[src/rtl/puf_uart_top_if.sv]
// Serial link between the PUF challenge/response block and its host.
//   rxd : host -> block, UART 8N1, idle high
//   txd : block -> host, UART 8N1, idle high
// master: host side (drives rxd, observes txd)
// slave : PUF block side (observes rxd, drives txd)
interface puf_uart_top_if;
    logic rxd;
    logic txd;

    modport master (output rxd, input txd);
    modport slave  (input rxd, output txd);
endinterface

[src/rtl/puf_uart_top.sv]
// PUF challenge/response top: receives a 16-byte challenge over UART (first
// byte = challenge LSB), returns response = challenge ^ DEVICE_KEY over UART,
// 16 bytes back-to-back, response LSB byte first.
// Ports:
//   clk   : system clock, posedge
//   rst_n : asynchronous active-low reset
//   uart  : puf_uart_top_if.slave (rxd in, txd out)
// Optional feature macro RESP_CHECKSUM_EN: append a 17th byte holding the XOR
// of the 16 response bytes.
module puf_uart_top #(
    parameter int unsigned    CLKS_PER_BIT = 868,
    parameter logic [127:0]   DEVICE_KEY   = {16{8'hA5}},
    parameter int unsigned    TIMEOUT_BITS = 32
) (
    input  logic          clk,
    input  logic          rst_n,
    puf_uart_top_if.slave uart
);
    localparam int unsigned TMR_W        = $clog2(CLKS_PER_BIT * TIMEOUT_BITS);
    localparam int unsigned HALF_BIT     = CLKS_PER_BIT / 2;
    localparam int unsigned TIMEOUT_CLKS = CLKS_PER_BIT * TIMEOUT_BITS;
`ifdef RESP_CHECKSUM_EN
    localparam logic [4:0]  LAST_BYTE    = 5'd16;
`else
    localparam logic [4:0]  LAST_BYTE    = 5'd15;
`endif

    typedef enum logic [1:0] {RX_IDLE, RX_START, RX_DATA, RX_STOP} rx_state_e;
    typedef enum logic [1:0] {ST_IDLE, ST_RECV, ST_COMPUTE, ST_SEND} state_e;

    logic             rxd_meta_q, rxd_meta_d;
    logic             rxd_sync_q, rxd_sync_d;
    logic             rxd_prev_q, rxd_prev_d;
    rx_state_e        rx_state_q, rx_state_d;
    logic [TMR_W-1:0] rx_tmr_q, rx_tmr_d;
    logic [2:0]       rx_bit_q, rx_bit_d;
    logic [7:0]       rx_shift_q, rx_shift_d;
    logic             rx_valid_c;

    state_e           state_q, state_d;
    logic [4:0]       byte_cnt_q, byte_cnt_d;
    logic [TMR_W-1:0] idle_tmr_q, idle_tmr_d;
    logic [127:0]     challenge_q, challenge_d;
    logic [127:0]     response_q, response_d;
    logic [4:0]       tx_idx_q, tx_idx_d;
    logic [3:0]       tx_bit_q, tx_bit_d;
    logic [TMR_W-1:0] tx_tmr_q, tx_tmr_d;
    logic             txd_q, txd_d;
    logic [7:0]       tx_byte_c;
`ifdef RESP_CHECKSUM_EN
    logic [7:0]       checksum_q, checksum_d;
    logic [7:0]       checksum_c;
`endif

    assign uart.txd = txd_q;

    // UART receiver: 2-flop synchronizer, falling-edge start, centre sampling
    always_comb begin
        rxd_meta_d = uart.rxd;
        rxd_sync_d = rxd_meta_q;
        rxd_prev_d = rxd_sync_q;
        rx_state_d = rx_state_q;
        rx_tmr_d   = rx_tmr_q;
        rx_bit_d   = rx_bit_q;
        rx_shift_d = rx_shift_q;
        rx_valid_c = 1'b0;
        unique case (rx_state_q)
            RX_IDLE: begin
                if (rxd_prev_q && !rxd_sync_q) begin
                    rx_state_d = RX_START;
                    rx_tmr_d   = '0;
                end
            end
            RX_START: begin
                // start bit re-checked at mid-bit; still high means a glitch
                if (rx_tmr_q == TMR_W'(HALF_BIT - 1)) begin
                    rx_tmr_d   = '0;
                    rx_bit_d   = '0;
                    rx_state_d = rxd_sync_q ? RX_IDLE : RX_DATA;
                end else begin
                    rx_tmr_d = rx_tmr_q + TMR_W'(1);
                end
            end
            RX_DATA: begin
                if (rx_tmr_q == TMR_W'(CLKS_PER_BIT - 1)) begin
                    rx_tmr_d   = '0;
                    rx_shift_d = {rxd_sync_q, rx_shift_q[7:1]};
                    rx_bit_d   = rx_bit_q + 3'd1;
                    if (rx_bit_q == 3'd7) rx_state_d = RX_STOP;
                end else begin
                    rx_tmr_d = rx_tmr_q + TMR_W'(1);
                end
            end
            RX_STOP: begin
                // low stop bit is a framing error: byte silently dropped
                if (rx_tmr_q == TMR_W'(CLKS_PER_BIT - 1)) begin
                    rx_tmr_d   = '0;
                    rx_state_d = RX_IDLE;
                    rx_valid_c = rxd_sync_q;
                end else begin
                    rx_tmr_d = rx_tmr_q + TMR_W'(1);
                end
            end
            default: rx_state_d = RX_IDLE;
        endcase
    end

    // Control FSM: byte assembly, timeout, response compute and transmit
    always_comb begin
        state_d     = state_q;
        byte_cnt_d  = byte_cnt_q;
        idle_tmr_d  = idle_tmr_q;
        challenge_d = challenge_q;
        response_d  = response_q;
        tx_idx_d    = tx_idx_q;
        tx_bit_d    = tx_bit_q;
        tx_tmr_d    = tx_tmr_q;
        txd_d       = txd_q;
        tx_byte_c   = response_q[{tx_idx_q[3:0], 3'b000} +: 8];
`ifdef RESP_CHECKSUM_EN
        checksum_d  = checksum_q;
        checksum_c  = '0;
        for (int i = 0; i < 16; i++) begin
            checksum_c = checksum_c ^ challenge_q[8*i +: 8] ^ DEVICE_KEY[8*i +: 8];
        end
        if (tx_idx_q[4]) tx_byte_c = checksum_q;
`endif
        unique case (state_q)
            ST_IDLE: begin
                if (rx_valid_c) begin
                    challenge_d[7:0] = rx_shift_q;
                    byte_cnt_d       = 5'd1;
                    idle_tmr_d       = '0;
                    state_d          = ST_RECV;
                end
            end
            ST_RECV: begin
                if (rx_valid_c) begin
                    challenge_d[{byte_cnt_q[3:0], 3'b000} +: 8] = rx_shift_q;
                    byte_cnt_d = byte_cnt_q + 5'd1;
                    idle_tmr_d = '0;
                    if (byte_cnt_q == 5'd15) state_d = ST_COMPUTE;
                end else if (idle_tmr_q == TMR_W'(TIMEOUT_CLKS - 1)) begin
                    byte_cnt_d = '0;
                    state_d    = ST_IDLE;
                end else begin
                    idle_tmr_d = idle_tmr_q + TMR_W'(1);
                end
            end
            ST_COMPUTE: begin
                // start bit of byte 0 is launched together with the response
                response_d = challenge_q ^ DEVICE_KEY;
`ifdef RESP_CHECKSUM_EN
                checksum_d = checksum_c;
`endif
                tx_idx_d   = '0;
                tx_bit_d   = '0;
                tx_tmr_d   = '0;
                txd_d      = 1'b0;
                state_d    = ST_SEND;
            end
            ST_SEND: begin
                // tx_bit_q: 0 = start, 1..8 = data, 9 = stop
                if (tx_tmr_q == TMR_W'(CLKS_PER_BIT - 1)) begin
                    tx_tmr_d = '0;
                    if (tx_bit_q == 4'd9) begin
                        if (tx_idx_q == LAST_BYTE) begin
                            txd_d      = 1'b1;
                            byte_cnt_d = '0;
                            state_d    = ST_IDLE;
                        end else begin
                            tx_idx_d = tx_idx_q + 5'd1;
                            tx_bit_d = '0;
                            txd_d    = 1'b0;
                        end
                    end else begin
                        tx_bit_d = tx_bit_q + 4'd1;
                        txd_d    = (tx_bit_q == 4'd8) ? 1'b1 : tx_byte_c[tx_bit_q[2:0]];
                    end
                end else begin
                    tx_tmr_d = tx_tmr_q + TMR_W'(1);
                end
            end
            default: state_d = ST_IDLE;
        endcase
    end

    // State registers
    always_ff @(posedge clk or negedge rst_n) begin
        if (!rst_n) begin
            rxd_meta_q  <= 1'b1;
            rxd_sync_q  <= 1'b1;
            rxd_prev_q  <= 1'b1;
            rx_state_q  <= RX_IDLE;
            rx_tmr_q    <= '0;
            rx_bit_q    <= '0;
            rx_shift_q  <= '0;
            state_q     <= ST_IDLE;
            byte_cnt_q  <= '0;
            idle_tmr_q  <= '0;
            challenge_q <= '0;
            response_q  <= '0;
            tx_idx_q    <= '0;
            tx_bit_q    <= '0;
            tx_tmr_q    <= '0;
            txd_q       <= 1'b1;
`ifdef RESP_CHECKSUM_EN
            checksum_q  <= '0;
`endif
        end else begin
            rxd_meta_q  <= rxd_meta_d;
            rxd_sync_q  <= rxd_sync_d;
            rxd_prev_q  <= rxd_prev_d;
            rx_state_q  <= rx_state_d;
            rx_tmr_q    <= rx_tmr_d;
            rx_bit_q    <= rx_bit_d;
            rx_shift_q  <= rx_shift_d;
            state_q     <= state_d;
            byte_cnt_q  <= byte_cnt_d;
            idle_tmr_q  <= idle_tmr_d;
            challenge_q <= challenge_d;
            response_q  <= response_d;
            tx_idx_q    <= tx_idx_d;
            tx_bit_q    <= tx_bit_d;
            tx_tmr_q    <= tx_tmr_d;
            txd_q       <= txd_d;
`ifdef RESP_CHECKSUM_EN
            checksum_q  <= checksum_d;
`endif
        end
    end
endmodule

[src/flat_wrapper.sv]
// flat-port wrapper written by rule: the top's interface ports become plain ports
module puf_uart_top_flat 
#(
    parameter int unsigned    CLKS_PER_BIT = 868,
    parameter logic [127:0]   DEVICE_KEY   = {16{8'hA5}},
    parameter int unsigned    TIMEOUT_BITS = 32
)
  (clk, rst_n, uart_rxd, uart_txd);
  puf_uart_top_if uart_i ();
  input  logic clk;
  input  logic rst_n;
  input wire logic [$bits(uart_i.rxd)-1:0] uart_rxd;
  output wire logic [$bits(uart_i.txd)-1:0] uart_txd;
  assign uart_i.rxd = uart_rxd;
  assign uart_txd = uart_i.txd;
  puf_uart_top #(.CLKS_PER_BIT(CLKS_PER_BIT), .DEVICE_KEY(DEVICE_KEY), .TIMEOUT_BITS(TIMEOUT_BITS)) u_core (.clk(clk), .rst_n(rst_n), .uart(uart_i));
endmodule
[config.mk]
export PLATFORM = sky130hd
export DESIGN_NAME = puf_uart_top_flat
export DESIGN_NICKNAME = d
export VERILOG_FILES = /design/src/rtl/puf_uart_top_if.sv /design/src/rtl/puf_uart_top.sv /design/src/flat_wrapper.sv
export SDC_FILE = /design/constraint.sdc
export NUM_CORES = 1
export LEC_CHECK = 0
export BUFFER_PORTS_ARGS = -buffer_cell sky130_fd_sc_hd__buf_2
export CAP_MARGIN = 20
export CORE_MARGIN = 4
export CORE_UTILIZATION = 30
export CTS_BUF_LIST = sky130_fd_sc_hd__clkbuf_16
export DETAILED_ROUTE_END_ITERATION = 12
export PLACE_DENSITY = 0.51
export SLEW_MARGIN = 20
export SYNTH_ARGS = -nofsm -noshare
export SYNTH_HDL_FRONTEND = slang
export SYNTH_SLANG_ARGS = --single-unit
[constraint.sdc]
create_clock -name clk -period 3.1 [get_ports clk]
set_clock_uncertainty 0.2 [all_clocks]
set_input_delay 0.31 -clock clk [delete_from_list [all_inputs] [get_ports clk]]
set_output_delay 0.31 -clock clk [all_outputs]
set_load 0.03 [all_outputs]
## After elaboration in Yosys (flattened, before gate mapping)

Index checks and enable logic that the tools add are counted.

- Output and inout bits: 1
- Register bits after elaboration: 334
- Logic and storage cells: 136

- Multiplexer cells: 56
- Reductions and logical operators: 20
- Shift-type cells: 3
- Eq/ne operators: 30
- Magnitude comparators: 1
- Add/sub/neg operators: 8
- Bitwise gates (word level): 1

Operators by type and width:

| kind | number |
|---|---|
| 128-bit bitwise mux | 1 |
| 8-bit by 9-bit variable shift with 128-bit output, first input constant | 1 |
| 128-bit by 8-bit variable part select with 8-bit output | 1 |
| 8-bit by 9-bit variable part select with 128-bit output | 1 |
| 15-bit 2-to-1 mux | 7 |
| 64-bit inverter | 1 |
| 15-bit one-hot mux with 2 select lines | 2 |
| 15-bit by 1-bit adder with 15-bit output, second input constant | 3 |
| 5-bit 2-to-1 mux | 9 |
| 15-bit one-hot mux with 3 select lines | 1 |
| 15-bit by 10-bit equality test with 1-bit output, second input constant | 2 |
| 2-bit 2-to-1 mux | 13 |
| 2-bit by 1-bit != test with 1-bit output, second input constant | 10 |
| 8-bit 2-to-1 mux | 2 |
| 2-bit one-hot mux with 4 select lines | 2 |
| 8-bit one-hot mux with 2 select lines | 1 |
| 15-bit equality test, second input constant | 1 |
| 15-bit by 9-bit equality test with 1-bit output, second input constant | 1 |
| 5-bit one-hot mux with 3 select lines | 1 |
| 4-bit 2-to-1 mux | 3 |
| 3-bit AND reduction | 4 |
| 6-bit AND reduction | 2 |
| 5-bit by 1-bit adder with 5-bit output, second input constant | 2 |
| 5-bit by 4-bit equality test with 1-bit output, second input constant | 2 |
| other kinds (28) | 46 |

## Depth between registers and ports, before layout

Gate-level depths: netlist (run 1).

- Word-level depth: 7
- Mapped depth: 11
- Depth with buffers taken out: 8

## Least setup slack after synthesis (run 1)

Ideal clock, no wire load.

- Path kind: register to register
- Start point: register u_core.rx_tmr_q[0]
- End point: register u_core.challenge_q[32]
- Stages on the path, launching flop included: 9
- Arrival time: 2.468 ns
- Slack: 0.307 ns
- Path through: dfrtp_1 > ha_1 > and3b_1 > nand4_4 > or3_4 > or4_4 > nor2b_4 > buf_12 > mux2_4

- Cells in the longest elaborated chain, start to end: 4

Ends and longest elaborated chain:

| element | line | RTL |
|---|---|---|
| start, declared | puf_uart_top.sv:35 | `logic [TMR_W-1:0] rx_tmr_q, rx_tmr_d;` |
| start signal, assigned | puf_uart_top.sv:215 | `rx_tmr_q <= rx_tmr_d;` |
| 15-bit by 10-bit equality test with 1-bit output | puf_uart_top.sv:96 | `if (rx_tmr_q == TMR_W'(CLKS_PER_BIT - 1)) begin` |
| 1-bit 2-to-1 mux | puf_uart_top.sv:96 |  |
| 1-bit 2-to-1 mux | puf_uart_top.sv:67 | `unique case (rx_state_q)` |
| 2-bit AND reduction (no source line) | - |  |
| end signal, assigned | puf_uart_top.sv:221 | `challenge_q <= challenge_d;` |
| end, declared | puf_uart_top.sv:43 | `logic [127:0] challenge_q, challenge_d;` |

Every way passes these cells.
A chain may end at the register's enable or synchronous reset.

## Worst setup path in the final report (run 1)

- Start point: register u_core.rx_tmr_q[0]
- End point: register u_core.challenge_q[39]

Same word-level chain as after synthesis.

==> impl_metrics.ini, run 1 <==
[power]
switchingPower_mw = 2.17
p_clk_share_pct = 46.1
leakagePower_nw = 8.11
swShare_pct = 23.7
power_density_nw_per_um2 = 530
irDropWorstVdd_uv = 284
power_frac_seq_pct = 48.4
intPower_mw = 7.00
p_comb_share_pct = 5.6

[placement]
pre_cts_ws_ns = 0.0252
dp_hpwl_um = 24300
dp.cells = 2040
gp_congestion = 0.763
portBuffers = 3

[logic_synthesis]
synth.net_count = 1415
syn_inst = 1393
synth_seq_area_share_pct = 55.7
synth_area_um2 = 15000
synthArstFlopShare_pct = 100
ys_warn_count = 0
synth_edf_count = 0
ys_types = 73
ys_seq_elements = 334
avgSynthCellArea_um2 = 10.8
synthFlopType = dfrtp_1

[layout]
area.growth.synth_to_final_pct = 15.3
register_area_um2 = 8360
fill_cells = 4964
instances_no_fill = 2111
utilization_pct = 35.2
drive_gt1_share_pct = 17.5
multi_input_area_um2 = 6260
finalNetCount = 1441
antenna_cells = 0

[floorplanning]
rows = 81
core_um2 = 49200
ioPinCount = 4
fp.dieW_um = 232
dieArea_um2 = 53700
die_h_um = 232
start_util_pct = 30.5

[worst_hold_path]
min_path_type = flop to flop
min_path_cells = 0
min-delay-start = u_core.rxd_meta_q
holdPathEnd = u_core.rxd_prev_d

[sta]
tightest_slew_ns = 0.798
layout_min_cycle_time_ns = 2.96
setup_ws_ns = 0.143
setup_viol = 0
finalCritPeriodShare_pct = 95.4
relSlewSlack_pct = 46.8
tns_ns = 0
hold_slack_ns = 0.155
rsz0062_at_grt = no
max_freq_mhz = 338
hold_viol = 0
slew_violations = 0

[grt]
grt_util_all_layers_pct = 14.4
grt_max_degree = 193
grt_pass1_vias = 10600
grt_pass1_wl_um = 61200
grt_overflow = 0
antenna_found_initial = 2

[clocking]
cts_buffers = 37
cts_resized = 0
cts.root.buffer_cell = clkbuf_16
clockBufferDepth = 3
path_clk_slew_ns = 0.06
cts_tree = done
htree_levels = 2
clk_latency_ns = 0.53
cts.sinks = 334

[drt]
routed_wl_um = 37700
num_vias = 10100
drt_pass1_iterations = 5
wl_per_cell_um = 17.9
drt-vias-per-instance = 4.79
ant_nets = 0
drtIter0Drc = 688
drc = 0

[setup_path]
cp.arrival_ns = 3.17
rrSetupSlack_ns = 0.14
crit_fanout = 8
reg2regPathDepth = 8
reg2reg_from = u_core.rx_tmr_q[0]
path_class = flop to flop
start_kind = flop
crit_path_end_kind = flop
crit_required_ns = 3.31
timing.rr.end = u_core.challenge_q[39]

[job]
cap_violations = 0

[status]
status = complete, no violations
[power by group through the flow]
| stage | clock network [mW] | registers (mW) | logic, mW |
|---|---|---|---|
| after floorplan | 0 | 4.51 | 0.296 |
| after global placement | 0 | 4.51 | 0.500 |
| after detailed placement | 0 | 4.52 | 0.510 |
| after CTS | 4.35 | 4.44 | 0.517 |
| after global routing | 4.54 | 4.44 | 0.584 |
| final | 4.23 | 4.44 | 0.509 |
[per-stage QoR]
| step | instance area, um^2 | total power [mW] |
|---|---|---|
| floorplan | 15000 | 4.80 |
| global placement | 16100 | 5.01 |
| detailed placement | 16100 | 5.03 |
| CTS | 17300 | 9.31 |
| global route | 17300 | 9.57 |
| finish | 17300 | 9.17 |
[routing by layer]
metal  up-vias  track usage (%)  part of all wire [%]  routed length (um)
met2       117             23.5                    46               17500
met1      5069             20.0                    48               18100
met4         0             4.65                   2.9                1090
met3        56             1.92                   2.8                1060
met5         -                0                     0                   0
li1       4867                -                     -                   -
[flip-flops by register name (all words and copies together), names as in the netlist, 4 cells and up, named ones only]
register,count
u_core.response_q,128
u_core.tx_tmr_q,15
u_core.rx_tmr_q,15
u_core.tx_bit_q,4
u_core.idle_tmr_q,15
u_core.tx_idx_q,5
u_core.byte_cnt_q,5
u_core.rx_shift_q,8
u_core.challenge_q,128
[what timing repair did]
item,CTS,global route
buffers inserted,0,2
hold buffers,2,0
endpoints found under the hold margin,71,0
endpoints found under the setup margin,0,16
[placed cells by master (no fill, tap or decap), types with 12 or more instances in the layout]
cell type and n:
and3_1 21, nor2_1 35, inv_1 28, nand4_1 15
buf_12 12, mux2_4 16, mux2i_1 36, mux2_2 89
dfrtp_1 329, and2_1 16, nand2_1 368, mux4_2 19
o21ai_0 151, xor2_1 13, clkbuf_16 39, buf_4 43
nand3_1 26, ha_1 19
[cell type report]
class | instances | area share [%]
clock inverters | 28 | 1.05
clock buffers | 39 | 5.64
well taps | 664 | 4.80
multi-input cells | 965 | 36.2
flip-flops and latches | 334 | 48.4
repair buffers | 60 | 3.52
inverters | 21 | 0.456
[logic make-up (layout without fill, tap and decap cells)]
kind of cell | after synthesis | in the layout | share of synthesized area, %
AOI/OAI and AO/OA | 220 | 220 | 8.77
xor gates and xnor gates | 18 | 18 | 1.05
adders and majority gates | 19 | 19 | 1.58
buffers and inverters | 94 | 148 | 2.66
DFF | 334 | 334 | 55.7
muxes | 160 | 160 | 13.5
and+or+nand+nor | 548 | 548 | 16.7
[worst max-delay path, cell delays in order, from the launching register on]
cell and delay [ns]:
dfrtp_1 0.42, ha_1 0.23, and3b_1 0.27, nand4_4 0.11, or3_4 0.38, or4_4 0.62
nor2b_4 0.16, buf_12 0.14, mux2_4 0.30
[synthesized netlist by cell type (3+ instances only)]
| library cell | number | share of area (%) |
|---|---|---|
| a2111oi_0 | 4 | 0.23 |
| a21o_1 | 9 | 0.45 |
| a21oi_1 | 5 | 0.17 |
| a22o_1 | 4 | 0.23 |
| a22oi_1 | 7 | 0.35 |
| and2_1 | 16 | 0.67 |
| and3_1 | 21 | 0.88 |
| buf_1 | 3 | 0.075 |
| buf_4 | 3 | 0.15 |
| clkbuf_1 | 63 | 1.6 |
| dfrtp_1 | 330 | 55 |
| dfstp_2 | 4 | 0.70 |
| ha_1 | 19 | 1.6 |
| inv_1 | 21 | 0.53 |
| mux2_2 | 89 | 6.7 |
| mux2_4 | 16 | 1.6 |
| mux2i_1 | 36 | 2.4 |
| mux4_2 | 19 | 2.9 |
| nand2_1 | 368 | 9.2 |
| nand2b_1 | 7 | 0.29 |
| nand3_1 | 26 | 0.87 |
| nand3b_1 | 4 | 0.20 |
| nand4_1 | 15 | 0.63 |
| nor2_1 | 36 | 0.90 |
| nor2b_1 | 7 | 0.29 |
| nor3_1 | 9 | 0.30 |
| nor3b_1 | 6 | 0.30 |
| nor4_1 | 5 | 0.21 |
| o211ai_1 | 4 | 0.20 |
| o21ai_0 | 151 | 5.0 |
| o2bb2ai_1 | 3 | 0.18 |
| o31ai_1 | 7 | 0.35 |
| o41ai_1 | 3 | 0.18 |
| or3_1 | 5 | 0.21 |
| or4_1 | 3 | 0.15 |
| xnor2_1 | 5 | 0.29 |
| xor2_1 | 13 | 0.76 |
[worst max-delay path by stage]
stage                                   endpoint  slack (ns)                start
after global placement    u_core.challenge_q[69]        0.09   u_core.rx_tmr_q[0]
after detailed placement  u_core.challenge_q[70]        0.03   u_core.rx_tmr_q[0]
after CTS                 u_core.challenge_q[69]        0.02  u_core.rx_tmr_q[11]
after global routing      u_core.challenge_q[32]        0.03   u_core.rx_tmr_q[0]
final                     u_core.challenge_q[39]        0.14   u_core.rx_tmr_q[0]
after floorplan           u_core.challenge_q[32]        0.31   u_core.rx_tmr_q[0]
(Power assumes the default switching activity.)
==> inputs of run 2 (changes only) <==
Settings changed: PLACE_DENSITY 0.51 to not set, PLACE_DENSITY_LB_ADDON set to 0.08, REMOVE_ABC_BUFFERS set to 1.
==> run 2 against run 1 <==
  * Via count fell by 0.25%
  * Non-clock buffer count rose by 11
  * First-iteration DRC count rose by 5.5%
  * Clock-buffer cell count rose by 2
  * Sequential power barely moved
  * Critical path type unchanged
  * Highest routed layer unchanged
==> impl_metrics.ini, run 2 (synthesized netlist as in run 1, its figures left out) <==
[status]
status = complete, no violations

[clocking]
cts_buffers = 41
cts.root.buffer_cell = clkbuf_16
htree_levels = 2
cts_tree = done
path_clk_slew_ns = 0.05
clockBufferDepth = 3
clk_latency_ns = 0.57
cts_resized = 0
cts.sinks = 334

[drt]
drt-vias-per-instance = 4.74
ant_nets = 0
drt_pass1_iterations = 5
wl_per_cell_um = 19.3
drc = 0
num_vias = 10100
drtIter0Drc = 726
routed_wl_um = 41100

[floorplanning]
fp.dieW_um = 232
start_util_pct = 30.5
core_um2 = 49200
rows = 81
ioPinCount = 4
die_h_um = 232
dieArea_um2 = 53700

[layout]
area.growth.synth_to_final_pct = 16.5
antenna_cells = 0
instances_no_fill = 2128
finalNetCount = 1456
drive_gt1_share_pct = 18.2
utilization_pct = 35.6
fin_area_um2 = 17500
final_cell_mix = nand2_1 (368), dfrtp_1 (329), o21ai_0 (151)
final_common_cell = nand2_1
top_regs = u_core.challenge_q (128), u_core.response_q (128)

[power]
irDropWorstVdd_uv = 274
p_total_mw = 9.59
power_density_nw_per_um2 = 548
leakagePower_nw = 8.23

[placement]
portBuffers = 3
dp_hpwl_um = 26800
pre_cts_ws_ns = 0.0854
gp_congestion = 0.744
place_area_um2 = 16100
dp.cells = 2051

[sta]
relSlewSlack_pct = 47.5
slew_violations = 0
hold_viol = 0
layout_min_cycle_time_ns = 2.90
setup_ws_ns = 0.197
tightest_slew_ns = 0.787
hold_slack_ns = 0.154
tns_ns = 0
finalCritPeriodShare_pct = 93.7
setup_viol = 0
rsz0062_at_grt = no
max_freq_mhz = 344

[setup_path]
start_kind = flop
reg2regPathDepth = 8
crit_path_end_kind = flop
path_class = flop to flop
cp.arrival_ns = 3.14
crit_required_ns = 3.34
crit_fanout = 8

[grt]
grt_pass1_vias = 10300
grt_overflow = 0
antenna_found_initial = 0
grt_pass1_wl_um = 65100
grt_util_all_layers_pct = 15.7
grt_max_degree = 135

[worst_hold_path]
min_path_type = flop to flop
min_path_cells = 0

[job]
cap_violations = 0
run 2: per-layer routing:
| metal | track usage [%] | wire length, um | vias to the layer above |
|---|---|---|---|
| li1 | - | - | 4908 |
| met1 | 23.1 | 20800 | 5046 |
| met2 | 24.3 | 18400 | 84 |
| met3 | 2.73 | 1190 | 46 |
| met4 | 3.66 | 698 | 0 |
| met5 | 0 | 0 | - |
run 2: path summary, 6_finish.rpt:
kind                                          endpoint  slack [ns]          startpoint
worst max-delay path            u_core.challenge_q[37]        0.20  u_core.rx_tmr_q[0]
worst min-delay path                 u_core.rxd_prev_d        0.15   u_core.rxd_meta_q
worst max register to register  u_core.challenge_q[37]        0.20  u_core.rx_tmr_q[0]
worst min register to register       u_core.rxd_prev_d        0.15   u_core.rxd_meta_q
max in group asynchronous        u_core.response_q[76]        1.65               rst_n
min in group asynchronous          u_core.tx_tmr_q[14]        0.21               rst_n
run 2: repair_timing:
action                     4_1_cts  5_1_grt
hold endpoints to repair        75        0
hold buffers                     2        0
setup buffers                    0        2
setup endpoints to repair        0        4
run 2: critical path, cell delays in order (launching register included):
cell and delay, ns:
dfrtp_1 0.41, ha_1 0.22, and3b_1 0.26, nand4_4 0.12, or3_4 0.35, or4_4 0.61
nor2b_4 0.16, buf_12 0.15, mux2_4 0.30
run 2: cell type report:
cell class                      instances  area (um^2)
Tap cell                              664          831
Timing Repair Buffer                   71          678
Clock buffer                           41         1030
Sequential cell                       334         8360
Inverter                               21         78.8
Multi-Input combinational cell        965         6260
Clock inverter                         32          245
Fill cell                            4922        31700
run 2: report_power, final:
group / switching [mW] / internal (mW) / total (mW)
registers: 0.0383 / 4.40 / 4.44
logic: 0.347 / 0.169 / 0.516
clock network: 1.91 / 2.73 / 4.63
total: 2.29 / 7.29 / 9.59
